==> src/rtl/mem_access.sv <==
// MEM-stage memory engine: byte-serial little-endian loads and stores over an
// 8-bit synchronous-read RAM port, raising a stall request while a transfer is in flight.

package mem_access_pkg;
  localparam int ALU_OP_W = 8;
  typedef logic [ALU_OP_W-1:0] alu_op_t;

  localparam alu_op_t ALU_NOP_OP = 8'h00;
  localparam alu_op_t ALU_ADD_OP = 8'h01;
  localparam alu_op_t ALU_LB_OP  = 8'h10;
  localparam alu_op_t ALU_LH_OP  = 8'h11;
  localparam alu_op_t ALU_LW_OP  = 8'h12;
  localparam alu_op_t ALU_LBU_OP = 8'h13;
  localparam alu_op_t ALU_LHU_OP = 8'h14;
  localparam alu_op_t ALU_SB_OP  = 8'h18;
  localparam alu_op_t ALU_SH_OP  = 8'h19;
  localparam alu_op_t ALU_SW_OP  = 8'h1A;

  localparam logic [1:0] STL_RUN    = 2'b00;
  localparam logic [1:0] STL_STALL  = 2'b01;
  localparam logic [1:0] STL_BUBBLE = 2'b10;
endpackage

module mem_access
  import mem_access_pkg::*;
#(
  parameter int ADDR_W = 17
) (
  input  logic              clk,
  input  logic              rst,
  input  alu_op_t           aluop_MEM_i,
  input  logic              wreg_MEM_i,
  input  logic [4:0]        waddr_MEM_i,
  input  logic [31:0]       alurslt_MEM_i,
  input  logic [31:0]       SdataBoffset_MEM_i,
  input  logic [1:0]        stl_STALLER_i,
  input  logic              mem_gnt_i,
  input  logic [7:0]        mem_din_i,
  output logic [ADDR_W-1:0] mem_a_o,
  output logic [7:0]        mem_dout_o,
  output logic              mem_wr_o,
  output logic              stl_req_o,
  output logic              wreg_WB_o,
  output logic [4:0]        waddr_WB_o,
  output logic [31:0]       wdata_WB_o
);

  typedef enum logic [1:0] {IDLE, BUSY, DONE} state_t;

  state_t      state, state_nxt;
  logic [2:0]  cnt, cnt_nxt;
  logic [31:0] ld_buf, ld_buf_nxt;

  logic        is_load, is_store, is_signed, is_mem;
  logic [2:0]  nbytes;
  logic        drive, leave;
  logic [1:0]  ld_idx;
  logic [7:0]  st_byte;
  logic [ADDR_W-1:0] byte_addr;
  logic [31:0] ld_ext;

  always_comb begin
    is_load   = 1'b0;
    is_store  = 1'b0;
    is_signed = 1'b0;
    nbytes    = 3'd0;
    case (aluop_MEM_i)
      ALU_LB_OP:  begin is_load  = 1'b1; is_signed = 1'b1; nbytes = 3'd1; end
      ALU_LH_OP:  begin is_load  = 1'b1; is_signed = 1'b1; nbytes = 3'd2; end
      ALU_LW_OP:  begin is_load  = 1'b1; nbytes = 3'd4; end
      ALU_LBU_OP: begin is_load  = 1'b1; nbytes = 3'd1; end
      ALU_LHU_OP: begin is_load  = 1'b1; nbytes = 3'd2; end
      ALU_SB_OP:  begin is_store = 1'b1; nbytes = 3'd1; end
      ALU_SH_OP:  begin is_store = 1'b1; nbytes = 3'd2; end
      ALU_SW_OP:  begin is_store = 1'b1; nbytes = 3'd4; end
      ALU_NOP_OP, ALU_ADD_OP: ;
      default: ;
    endcase
  end

  assign is_mem    = is_load | is_store;
  assign byte_addr = alurslt_MEM_i[ADDR_W-1:0] + ADDR_W'(cnt);
  assign st_byte   = 8'(SdataBoffset_MEM_i >> {cnt[1:0], 3'b000});
  // Read data lags the address by one cycle, so it belongs to byte cnt-1.
  assign ld_idx    = 2'(cnt - 3'd1);

  always_ff @(posedge clk or negedge rst) begin
    if (!rst) begin
      state  <= IDLE;
      cnt    <= '0;
      ld_buf <= '0;
    end else begin
      // NOTE: state registers use non-blocking assignment so every flop samples pre-edge values.
      state  <= state_nxt;
      cnt    <= cnt_nxt;
      ld_buf <= ld_buf_nxt;
    end
  end

  always_comb begin
    // NOTE: every output of this block is defaulted first, so no path can infer a latch.
    state_nxt  = state;
    cnt_nxt    = cnt;
    ld_buf_nxt = ld_buf;
    drive      = 1'b0;
    leave      = 1'b0;
    stl_req_o  = 1'b0;
    mem_wr_o   = 1'b0;
    case (state)
      IDLE: begin
        if (is_mem) begin
          stl_req_o = 1'b1;
          if (mem_gnt_i) begin
            drive     = 1'b1;
            mem_wr_o  = is_store;
            cnt_nxt   = 3'd1;
            state_nxt = (is_store && nbytes == 3'd1) ? DONE : BUSY;
          end
        end
      end
      BUSY: begin
        stl_req_o = 1'b1;
        cnt_nxt   = cnt + 3'd1;
        if (is_load) begin
          drive = (cnt < nbytes);
          ld_buf_nxt[{ld_idx, 3'b000} +: 8] = mem_din_i;
          if (cnt == nbytes) state_nxt = DONE;
        end else if (is_store) begin
          drive    = 1'b1;
          mem_wr_o = 1'b1;
          if (cnt == nbytes - 3'd1) state_nxt = DONE;
        end else begin
          state_nxt = IDLE;
          cnt_nxt   = '0;
        end
      end
      DONE: begin
        case (stl_STALLER_i)
          STL_STALL:           leave = 1'b0;
          STL_RUN, STL_BUBBLE: leave = 1'b1;
          default:             leave = 1'b1;
        endcase
        if (leave) begin
          state_nxt = IDLE;
          cnt_nxt   = '0;
        end
      end
      default: begin
        state_nxt = IDLE;
        cnt_nxt   = '0;
      end
    endcase
    // Port outputs are forced quiet for as long as reset is held.
    if (!rst) begin
      stl_req_o = 1'b0;
      mem_wr_o  = 1'b0;
      drive     = 1'b0;
    end
  end

  assign mem_a_o    = drive ? byte_addr : '0;
  assign mem_dout_o = (drive && is_store) ? st_byte : '0;

  always_comb begin
    ld_ext = ld_buf;
    if (nbytes == 3'd1)
      ld_ext = is_signed ? {{24{ld_buf[7]}}, ld_buf[7:0]} : {24'd0, ld_buf[7:0]};
    else if (nbytes == 3'd2)
      ld_ext = is_signed ? {{16{ld_buf[15]}}, ld_buf[15:0]} : {16'd0, ld_buf[15:0]};
  end

  assign wdata_WB_o = (state == DONE && is_load) ? ld_ext : alurslt_MEM_i;
  assign wreg_WB_o  = wreg_MEM_i;
  assign waddr_WB_o = waddr_MEM_i;

endmodule

==> config.mk <==
export PLATFORM = sky130hd
export DESIGN_NAME = mem_access
export DESIGN_NICKNAME = d
export VERILOG_FILES = /design/src/rtl/mem_access.sv
export SDC_FILE = /design/constraint.sdc
export NUM_CORES = 1
export LEC_CHECK = 0
export ABC_AREA = 1
export CORE_MARGIN = 2
export CORE_UTILIZATION = 50
export CTS_BUF_LIST = sky130_fd_sc_hd__clkbuf_8
export DETAILED_ROUTE_END_ITERATION = 8
export DONT_BUFFER_PORTS = 1
export PLACE_DENSITY = 0.71
export SYNTH_ARGS = -nofsm -noshare
export SYNTH_HDL_FRONTEND = slang
export SYNTH_SLANG_ARGS = --single-unit
==> constraint.sdc <==
create_clock -name clk -period 4.7 [get_ports clk]
set_input_delay 0.94 -clock clk [delete_from_list [all_inputs] [get_ports clk]]
set_output_delay 0.94 -clock clk [all_outputs]
set_load 0.005 [all_outputs]
==> flow_summary.toml, run 1 <==
[status]
status = "complete, no violations"

[routing]
drt_first_iter_violations = 183
drc = 0
avgRoutedWirePerCell_um = 14.9
drtPass1Iterations = 4
avgViaCountPerCell = 5.60
drtAntennaViolNets = 0
drt-total-wl_um = 9850
vias = 3702

[setup_path]
worst_path_most_repeated_cell = "nand2_1"
path_buf_inv = 3
cpPeakStageDelay_ns = 0.32
cp_cell_sequence = "inv_2 > nand2_2 > nor2_8 > inv_1 > a211oi_1 > inv_1 > ha_1 > nand2_1 > o21ai_0 > nor2_1 > nand2_1 > nand3_2 > nand2_1 > nor3_1"
arrival_ns = 3.04
worst_path_max_delay_cell = "nor3_1"
path_delay_family = "simple AND/OR/NAND/NOR gates"
endpoint_kind = "output pin"
reg2reg_slack_ns = 1.85
cp.required_ns = 3.76
path_max_fanout = 11
crit_type = "in2out"
startpoint_type = "input port"

[layout]
syn_to_final_growth_pct = 2.22
finalNetCount = 668
diodes = 0
n_fill_cell = 724
mostFrequentLayoutCell = "nand2_1"
drive_above_1_share = 0.0694
layout_common_cells = "nand2_1 (141), nor2_1 (78), inv_1 (69), o21ai_0 (63), nand4_1 (38)"

[timing]
setup_viol = 0
rsz0062_at_grt = "false"
final-max-slew-violation-count = 0
max-slew-margin-rel = 0.383
max_freq_ghz = 0.251
fin_skew_ns = 0.00500
tightest_slew_ns = 0.923
tns_ns = 0
finalWorstSetupSlack_ns = 0.716
final_hold_viol_count = 0
period_needed_ns = 3.98
min_period_over_period = 0.848

[clocking]
path_clk_slew_ns = 0.08
cts-htree-levels = 2
ctsHoldBuffers = 0
cts_root_buf = "clkbuf_8"
post-cts-setup-buffers = 0
cts_tree = "built"
cts_buffer_depth = 2
cts_buffers = 5
cts.repair.resized = 0
worstSkewPairLatency_ns = 0.30
cts.sinks = 37

[global_route]
grt_use_total = 0.238
grt_pass1_wl_um = 14700
antenna_found_initial = 0
overflow = 0
grt_pass1_vias = 3107
grt_max_degree = 40

[place]
gp_congestion = 0.888
place_ws_ns = 0.697
port_buffers = 0
dp_hpwl_um = 7490

[floorplanning]
core_sq_mm = 0.00718
io-pin-count = 156
initial_utilization = 0.511
rows = 31
die_x_um = 89.6
dieHeight_um = 89.6
dieArea_sq_mm = 0.00803

[synth]
synth_mux_area_frac = 0
mappedNetlistArea_sq_mm = 0.00366
synthSimpleGateAreaFrac = 0.385
ys_ff_latch = 37
syn_area_per_cell_sq_um = 6.32
yosys-top-cells-area = "dfrtp_1 (25%), nand2_1 (14%), o21ai_0 (8.6%)"
synth_top_family_by_area = "simple AND/OR/NAND/NOR gates"
syn_inst = 580
synth_compound_area_frac = 0.170
yosysTopAreaCellShare = 0.253
yosys.area.top_type = "dfrtp_1"
ys_warn_count = 0
synth_xor_area_frac = 0.0167
ys_types = 36
synth_nets = 687
yosysSeqAreaShare = 0.253
synthAdderAreaFrac = 0.0567

[power_and_ir_drop]
total_power_w = 0.000849
leakage_nw = 2.00
ir_drop_mv = 0.214
power_density_mw_per_mm2 = 227

[hold_path]
hold_class = "in2async"

[flow_run]
maxCapViolations = 0
## per-stage QoR
| stage | hold WS, ns | cell area (sq um) | cells | utilization |
|---|---|---|---|---|
| final | 0.330 | 3750 | 661 | 0.522 |
| after global routing | 0.313 | 3750 | 661 | 0.522 |
| after CTS | 0.325 | 3750 | 661 | 0.522 |
| after detailed placement | 0.495 | 3660 | 653 | 0.510 |
| after global placement | 0.491 | 3660 | 653 | 0.510 |
| after floorplan | 0.475 | 3660 | 580 | - |
## worst paths after layout
path                                 from     endpoint  cells past startpoint
hold / removal                        rst    ld_buf[1]                      0
setup reg to reg                   cnt[1]   ld_buf[20]                      5
min in group clk               ld_buf[28]   ld_buf[28]                      2
hold reg to reg                ld_buf[28]   ld_buf[28]                      2
setup / recovery           aluop_MEM_i[5]  mem_a_o[16]                     14
max in group asynchronous             rst   ld_buf[27]                      0
## state kept, by name, indices dropped and copies added, names as in the netlist
| name | count |
|---|---|
| cnt | 3 |
| state | 2 |
| ld_buf | 32 |
## layer usage
metal	track usage	up-vias	wire length [um]
li1	-	1854	-
met1	0.292	1686	4090
met2	0.421	150	4860
met3	0.0612	12	734
met4	0.0502	0	164
met5	0	-	0
## worst register-to-register path: stages (launching register included)
cell      delay [ns]
dfrtp_1         0.77
clkinv_1        0.51
ha_1            0.45
nor2_1          0.73
nand4_1         0.23
nand2_1         0.10
## where the power goes
group          switching [W]  internal (W)  total [W]
combinational       0.000209     0.0000773   0.000286
clock               0.000123      0.000102   0.000226
sequential        0.00000976      0.000327   0.000337
## Yosys cell counts
cell / n
clkinv_1: 1
o22ai_1: 1
a211oi_1: 1
nand2_2: 5
a21boi_0: 2
xor2_1: 6
nor2_4: 3
nand4_1: 38
a2bb2oi_1: 2
a21oi_1: 15
nor2_2: 3
o21ai_0: 63
nor4_1: 2
nand3b_1: 1
ha_1: 15
nand3_2: 5
inv_2: 5
fa_1: 1
a21boi_1: 20
nor3_2: 4
nor2_8: 1
nand3_1: 15
buf_4: 8
buf_2: 10
or2_2: 1
nor2_1: 78
clkbuf_1: 11
dfrtp_1: 37
o21bai_1: 1
xnor2_1: 1
o211ai_1: 2
o21ai_1: 3
nand2_1: 141
nand3_4: 1
inv_1: 69
nor3_1: 8
## final cells by class
type | count | area [sq um] | area share
Multi-Input combinational cell | 439 | 2310 | 0.616
Sequential cell | 37 | 926 | 0.247
Inverter | 75 | 282 | 0.0752
Tap cell | 99 | 124 | 0.0331
Clock buffer | 5 | 68.8 | 0.0184
Timing Repair Buffer | 3 | 22.5 | 0.00601
Clock inverter | 3 | 17.5 | 0.00468
## cells by family (layout without fill, tap and decap cells)
| group | count (synthesis) | in the layout |
|---|---|---|
| flops | 37 | 37 |
| fa+ha+maj | 16 | 16 |
| simple gates | 306 | 306 |
| compound gates | 110 | 110 |
| xor+xnor | 7 | 7 |
| buf+inv | 104 | 86 |
(Power assumes the default switching activity.)
==> run 2, diff against run 1 <==
--- a/config.mk
+++ b/config.mk
@@ -5,7 +5,7 @@
 export SDC_FILE = /design/constraint.sdc
 export NUM_CORES = 1
 export LEC_CHECK = 0
-export ABC_AREA = 1
+export ABC_AREA = 0
 export CORE_MARGIN = 2
 export CORE_UTILIZATION = 50
 export CTS_BUF_LIST = sky130_fd_sc_hd__clkbuf_8
==> constraint.sdc (replaced) <==
create_clock -name clk -period 3.79 [get_ports clk]
set_input_delay 0.758 -clock clk [delete_from_list [all_inputs] [get_ports clk]]
set_output_delay 0.758 -clock clk [all_outputs]
set_load 0.005 [all_outputs]
==> run 2 against run 1 <==
  * Clock power up 22%
  * Synthesized cell count fell by 28%
  * Total power grew 33%
  * Sequential cell count did not move
  * Cell count shrank 27%
  * Hold slack worse by 0.18 ns
  * Largest cell class unchanged
  * Largest power group unchanged
==> flow_summary.toml, run 2 <==
[status]
status = "complete, no violations"

[timing]
final_hold_viol_count = 0
rsz0062_at_grt = "true"
fin_skew_ns = 0.00520
max-slew-margin-rel = 0.395
final-max-slew-violation-count = 0
tightest_slew_ns = 0.900
period_needed_ns = 3.76
setup_viol = 0
max_freq_ghz = 0.266
min_period_over_period = 0.993

[layout]
n_fill_cell = 600
finalNetCount = 514
largestRegisters = "ld_buf: 32 flops, cnt: 3 flops, state: 2 flops"
largest_register_ffs = 32
regMostFlops = "ld_buf"
instances_no_fill = 484
syn_to_final_growth_pct = 7.37
diodes = 0
multiInputGateArea_sq_mm = 0.00228
seq_area_sq_um = 926
layout_common_cells = "nand2_1 (77), nor2_1 (47), o21ai_0 (37), a21oi_1 (37), dfrtp_1 (37)"
mostFrequentLayoutCell = "nand2_1"
drive_above_1_share = 0.155
final_cell_area_sq_mm = 0.00354

[synth]
syn_inst = 417
syn_area_per_cell_sq_um = 7.90
ys_types = 49
yosysTopAreaCellShare = 0.281
synth_nets = 524
yosys.area.top_type = "dfrtp_1"
yosysMostFrequentCell = "nand2_1"
ys.flop_type = "dfrtp_1"
ys_top_cells_by_count = "nand2_1 (77), nor2_1 (52), a21oi_1 (38), dfrtp_1 (37), o21ai_0 (37)"
mappedNetlistArea_sq_mm = 0.00330
yosysSeqAreaShare = 0.281
synth-edff-count = 0
ys_warn_count = 0
synth-async-reset-ratio = 1.00
yosys-top-cells-area = "dfrtp_1 (28%), nand2_1 (8.8%), nor2_1 (5.9%)"
ys_ff_latch = 37

[place]
gp_congestion = 0.911
port_buffers = 0
dp_hpwl_um = 6710
dp_cells = 477
placed_area_sq_mm = 0.00339

[setup_path]
r2r_cells = 7
r2r-end = "ld_buf[14]"
reg2reg_slack_ns = 1.49
path_buf_inv = 1
critical_path.startpoint = "aluop_MEM_i[5]"
cpPeakStageDelay_ns = 0.57
path_max_fanout = 18
endpoint_kind = "output pin"
path_delay_family = "simple AND/OR/NAND/NOR gates"
rr_startpoint = "cnt[1]"
startpoint_type = "input port"
worst_path_max_delay_cell = "or4b_4"
cp_cell_sequence = "or4b_4 > or3_4 > ha_4 > nor2b_1 > o21a_1 > o32ai_4 > a32oi_2 > buf_12 > nor2_1"
arrival_ns = 3.01
crit_type = "in2out"
cp.required_ns = 3.03

[clocking]
ctsHoldBuffers = 0
cts_buffer_depth = 2
cts_root_buf = "clkbuf_8"
cts_buffers = 5
path_clk_slew_ns = 0.07
cts.sinks = 37
cts_tree = "built"
worstSkewPairLatency_ns = 0.29
cts-htree-levels = 2
post-cts-setup-buffers = 0

[floorplanning]
io-pin-count = 156
dieArea_sq_mm = 0.00726
core_sq_mm = 0.00635
die_x_um = 85.2
dieHeight_um = 85.2
rows = 29
initial_utilization = 0.519

[routing]
drc = 0
vias = 2952
avgRoutedWirePerCell_um = 17.8
drt_first_iter_violations = 98
drt-total-wl_um = 8630
drtPass1Iterations = 4
avgViaCountPerCell = 6.10
drtAntennaViolNets = 0

[global_route]
grt_pass1_wl_um = 13600
grt_max_degree = 40
grt_pass1_vias = 2633
grt_use_total = 0.234
overflow = 0
antenna_found_initial = 0

[flow_run]
maxCapViolations = 0

[power_and_ir_drop]
leakage_nw = 1.39
total_power_w = 0.00112
power_density_mw_per_mm2 = 318
ir_drop_mv = 0.192

[hold_path]
hold_class = "in2async"
-- run 2: changes by cell type in the layout (fill, tap and decap cells not counted), sizes merged, moves of 16 or more --
cell | before | now
a21boi | 22 | 0
a21oi | 15 | 38
inv | 74 | 9
nand2 | 146 | 77
nand4 | 38 | 2
nor2 | 85 | 52
o21ai | 66 | 37
o22a | 0 | 16
-- run 2: worst max-delay path by stage --
stage / to / cells after the start
floorplan: mem_a_o[10] / 10
global placement: mem_dout_o[2] / 8
detailed placement: mem_dout_o[2] / 8
CTS: mem_dout_o[2] / 8
global route: mem_dout_o[6] / 9
finish: mem_dout_o[6] / 9
-- run 2: cell families (layout without fill, tap and decap cells) --
family	after synthesis	count (layout)	share of synthesized area
buf+inv	37	27	0.0600
simple gates	186	186	0.266
flops	37	37	0.281
compound gates	106	106	0.197
mux	17	17	0.0850
xor+xnor	18	18	0.0478
fa+ha+maj	16	16	0.0630
-- run 2: metrics by stage --
| step | hold WS, ns | setup TNS, ns | setup slack (ns) | utilization |
|---|---|---|---|---|
| finish | 0.155 | 0 | 0.0261 | 0.557 |
| global route | 0.141 | -0.883 | -0.0714 | 0.557 |
| CTS | 0.143 | -0.0112 | -0.00800 | 0.547 |
| detailed placement | 0.463 | -0.0151 | -0.00995 | 0.533 |
| global placement | 0.462 | 0 | 0.0416 | 0.533 |
| floorplan | 0.444 | -0.413 | -0.0428 | - |
-- run 2: layout make-up --
type,count,share of cell area
multi-input combinational,343,0.646
timing repair buffer,12,0.0325
clock inverter,1,0.00106
clock buffer,6,0.0233
inverter,8,0.00849
tap,77,0.0272
sequential,37,0.262
-- run 2: repair_timing --
item	4_1_cts	5_1_grt
endpoints found under the setup margin	2	25
resized for setup	0	15
pin swaps	0	0
-- run 2: layer usage --
layer | wire (um) | up-vias | global-route usage
met5 | 0 | - | 0
met4 | 48 | 0 | 0.0462
met3 | 908 | 4 | 0.0603
met2 | 4030 | 133 | 0.369
met1 | 3640 | 1378 | 0.327
li1 | - | 1437 | -
-- run 2: report_power, final --
group / internal [W] / switching, W
combinational: 0.000187 / 0.000205
sequential: 0.000415 / 0.0000415
clock: 0.000142 / 0.000135
total: 0.000743 / 0.000382
==> run 3, diff against run 2 <==
--- a/config.mk
+++ b/config.mk
@@ -6,6 +6,7 @@
 export NUM_CORES = 1
 export LEC_CHECK = 0
 export ABC_AREA = 0
+export CORE_ASPECT_RATIO = 1.4
 export CORE_MARGIN = 2
 export CORE_UTILIZATION = 50
 export CTS_BUF_LIST = sky130_fd_sc_hd__clkbuf_8
==> constraint.sdc (replaced) <==
create_clock -name clk -period 3.7 [get_ports clk]
set_input_delay 0.74 -clock clk [delete_from_list [all_inputs] [get_ports clk]]
set_output_delay 0.74 -clock clk [all_outputs]
set_load 0.005 [all_outputs]
==> run 3 against run 2 <==
  * The flow now finishes with violations (negative setup slack)
  * Largest cell class unchanged
  * Sequential cell count stayed put
  * Die area increased by 0.13%
  * Routed wire length grew 1.9%
==> flow_summary.toml, run 3 (same netlist as run 2, synthesis figures left out) <==
[timing]
final-max-slew-violation-count = 0
whs_ns = 0.140
max_freq_ghz = 0.270
tightest_slew_ns = 0.893
period_needed_ns = 3.71
setup_viol = 3
final_hold_viol_count = 0
min_period_over_period = 1.00
fin_skew_ns = 0.00422
rsz0062_at_grt = "true"
finalWorstSetupSlack_ns = -0.00878
max-slew-margin-rel = 0.400

[clocking]
ctsHoldBuffers = 0
cts-htree-levels = 2
worstSkewPairLatency_ns = 0.29
cts.sinks = 37
path_clk_slew_ns = 0.08
cts_root_buf = "clkbuf_8"
cts_tree = "built"
cts_buffer_depth = 2
cts_buffers = 5

[layout]
largestRegisters = "ld_buf: 32 flops, cnt: 3 flops, state: 2 flops"
layout_common_cells = "nand2_1 (77), a21oi_1 (37), dfrtp_1 (37), o21ai_0 (36), nor2_1 (35)"
syn_to_final_growth_pct = 11.4
finalNetCount = 515
regMostFlops = "ld_buf"
instances_no_fill = 483
largest_register_ffs = 32
diodes = 0
drive_above_1_share = 0.198
mostFrequentLayoutCell = "nand2_1"
n_fill_cell = 624
final_cell_area_sq_mm = 0.00367

[place]
gp_congestion = 0.868
placed_area_sq_mm = 0.00339
dp_hpwl_um = 6800
dp_cells = 473
port_buffers = 0
place_ws_ns = -0.0601

[setup_path]
arrival_ns = 2.97
startpoint_type = "input port"
critical_path.startpoint = "aluop_MEM_i[5]"
r2r-end = "ld_buf[9]"
path_max_fanout = 18
rr_startpoint = "cnt[1]"
cp.required_ns = 2.96
r2r_cells = 6
reg2reg_slack_ns = 1.39
endpoint_kind = "output pin"
crit_type = "in2out"
endpoint = "mem_a_o[1]"

[power_and_ir_drop]
leakage_nw = 1.43
power_density_mw_per_mm2 = 357
total_power_w = 0.00131
ir_drop_mv = 0.191

[global_route]
grt_use_total = 0.238
grt_max_degree = 40
antenna_found_initial = 0
grt_pass1_wl_um = 13700
grt_pass1_vias = 2821
overflow = 0

[floorplanning]
initial_utilization = 0.508
dieArea_sq_mm = 0.00727
rows = 35
io-pin-count = 156
core_sq_mm = 0.00648
dieHeight_um = 100
die_x_um = 72.6

[routing]
drt_first_iter_violations = 145
drtPass1Iterations = 4
drt-total-wl_um = 8790
drtAntennaViolNets = 0
avgRoutedWirePerCell_um = 18.2
vias = 2990
drc = 0
avgViaCountPerCell = 6.19

[flow_run]
maxCapViolations = 0

[status]
status = "complete, but fails checks"
violations = "negative setup slack"

[hold_path]
hold_class = "in2async"
-- run 3: cell type report --
| type | instances | area [sq um] | share of cell area |
|---|---|---|---|
| multi-input combinational | 343 | 2340 | 0.638 |
| clock buffer | 5 | 68.8 | 0.0187 |
| inverter | 8 | 30.0 | 0.00818 |
| sequential | 37 | 926 | 0.252 |
| timing repair buffer | 13 | 143 | 0.0388 |
| clock inverter | 3 | 68.8 | 0.0187 |
| tap | 74 | 92.6 | 0.0252 |
-- run 3: how the worst min path moves through the flow --
stage / startpoint / to / slack, ns
after floorplan: rst / cnt[0] / 0.44
after global placement: rst / ld_buf[18] / 0.45
after detailed placement: rst / ld_buf[18] / 0.45
after CTS: rst / ld_buf[29] / 0.12
after global routing: rst / ld_buf[15] / 0.12
final: rst / ld_buf[15] / 0.14
-- run 3: report_power, final --
group          total (W)  internal, W  switching, W
clock network   0.000429     0.000271      0.000157
registers       0.000467     0.000424     0.0000423
logic           0.000417     0.000194      0.000222
total            0.00131     0.000890      0.000422
-- run 3: critical path: stages --
cell and delay (ns):
or4b_4 0.54, or3_4 0.36, ha_4 0.22, nor2b_4 0.12, o21a_1 0.19, o32ai_4 0.26, a32oi_2 0.18, buf_12 0.20
nor2b_2 0.15
-- run 3: what timing repair did --
| action | CTS | global route |
|---|---|---|
| resized for setup | 13 | 22 |
| buffers inserted | 0 | 2 |
| pin swaps | 0 | 3 |
| setup endpoints to repair | 25 | 40 |
-- run 3: routing by layer --
layer  GRT usage  vias up  share of wire
met5           0        -              0
met4      0.0413        0          0.018
met3      0.0432       12          0.057
met2       0.443      116           0.55
met1       0.283     1417           0.38
li1            -     1445              -
-- run 3: through the flow --
step / utilization / setup TNS (ns)
after floorplan: - / -1.01
after detailed placement: 0.523 / -0.898
final: 0.567 / -0.0110
after global placement: 0.523 / 0
after global routing: 0.567 / -1.99
after CTS: 0.549 / -0.339
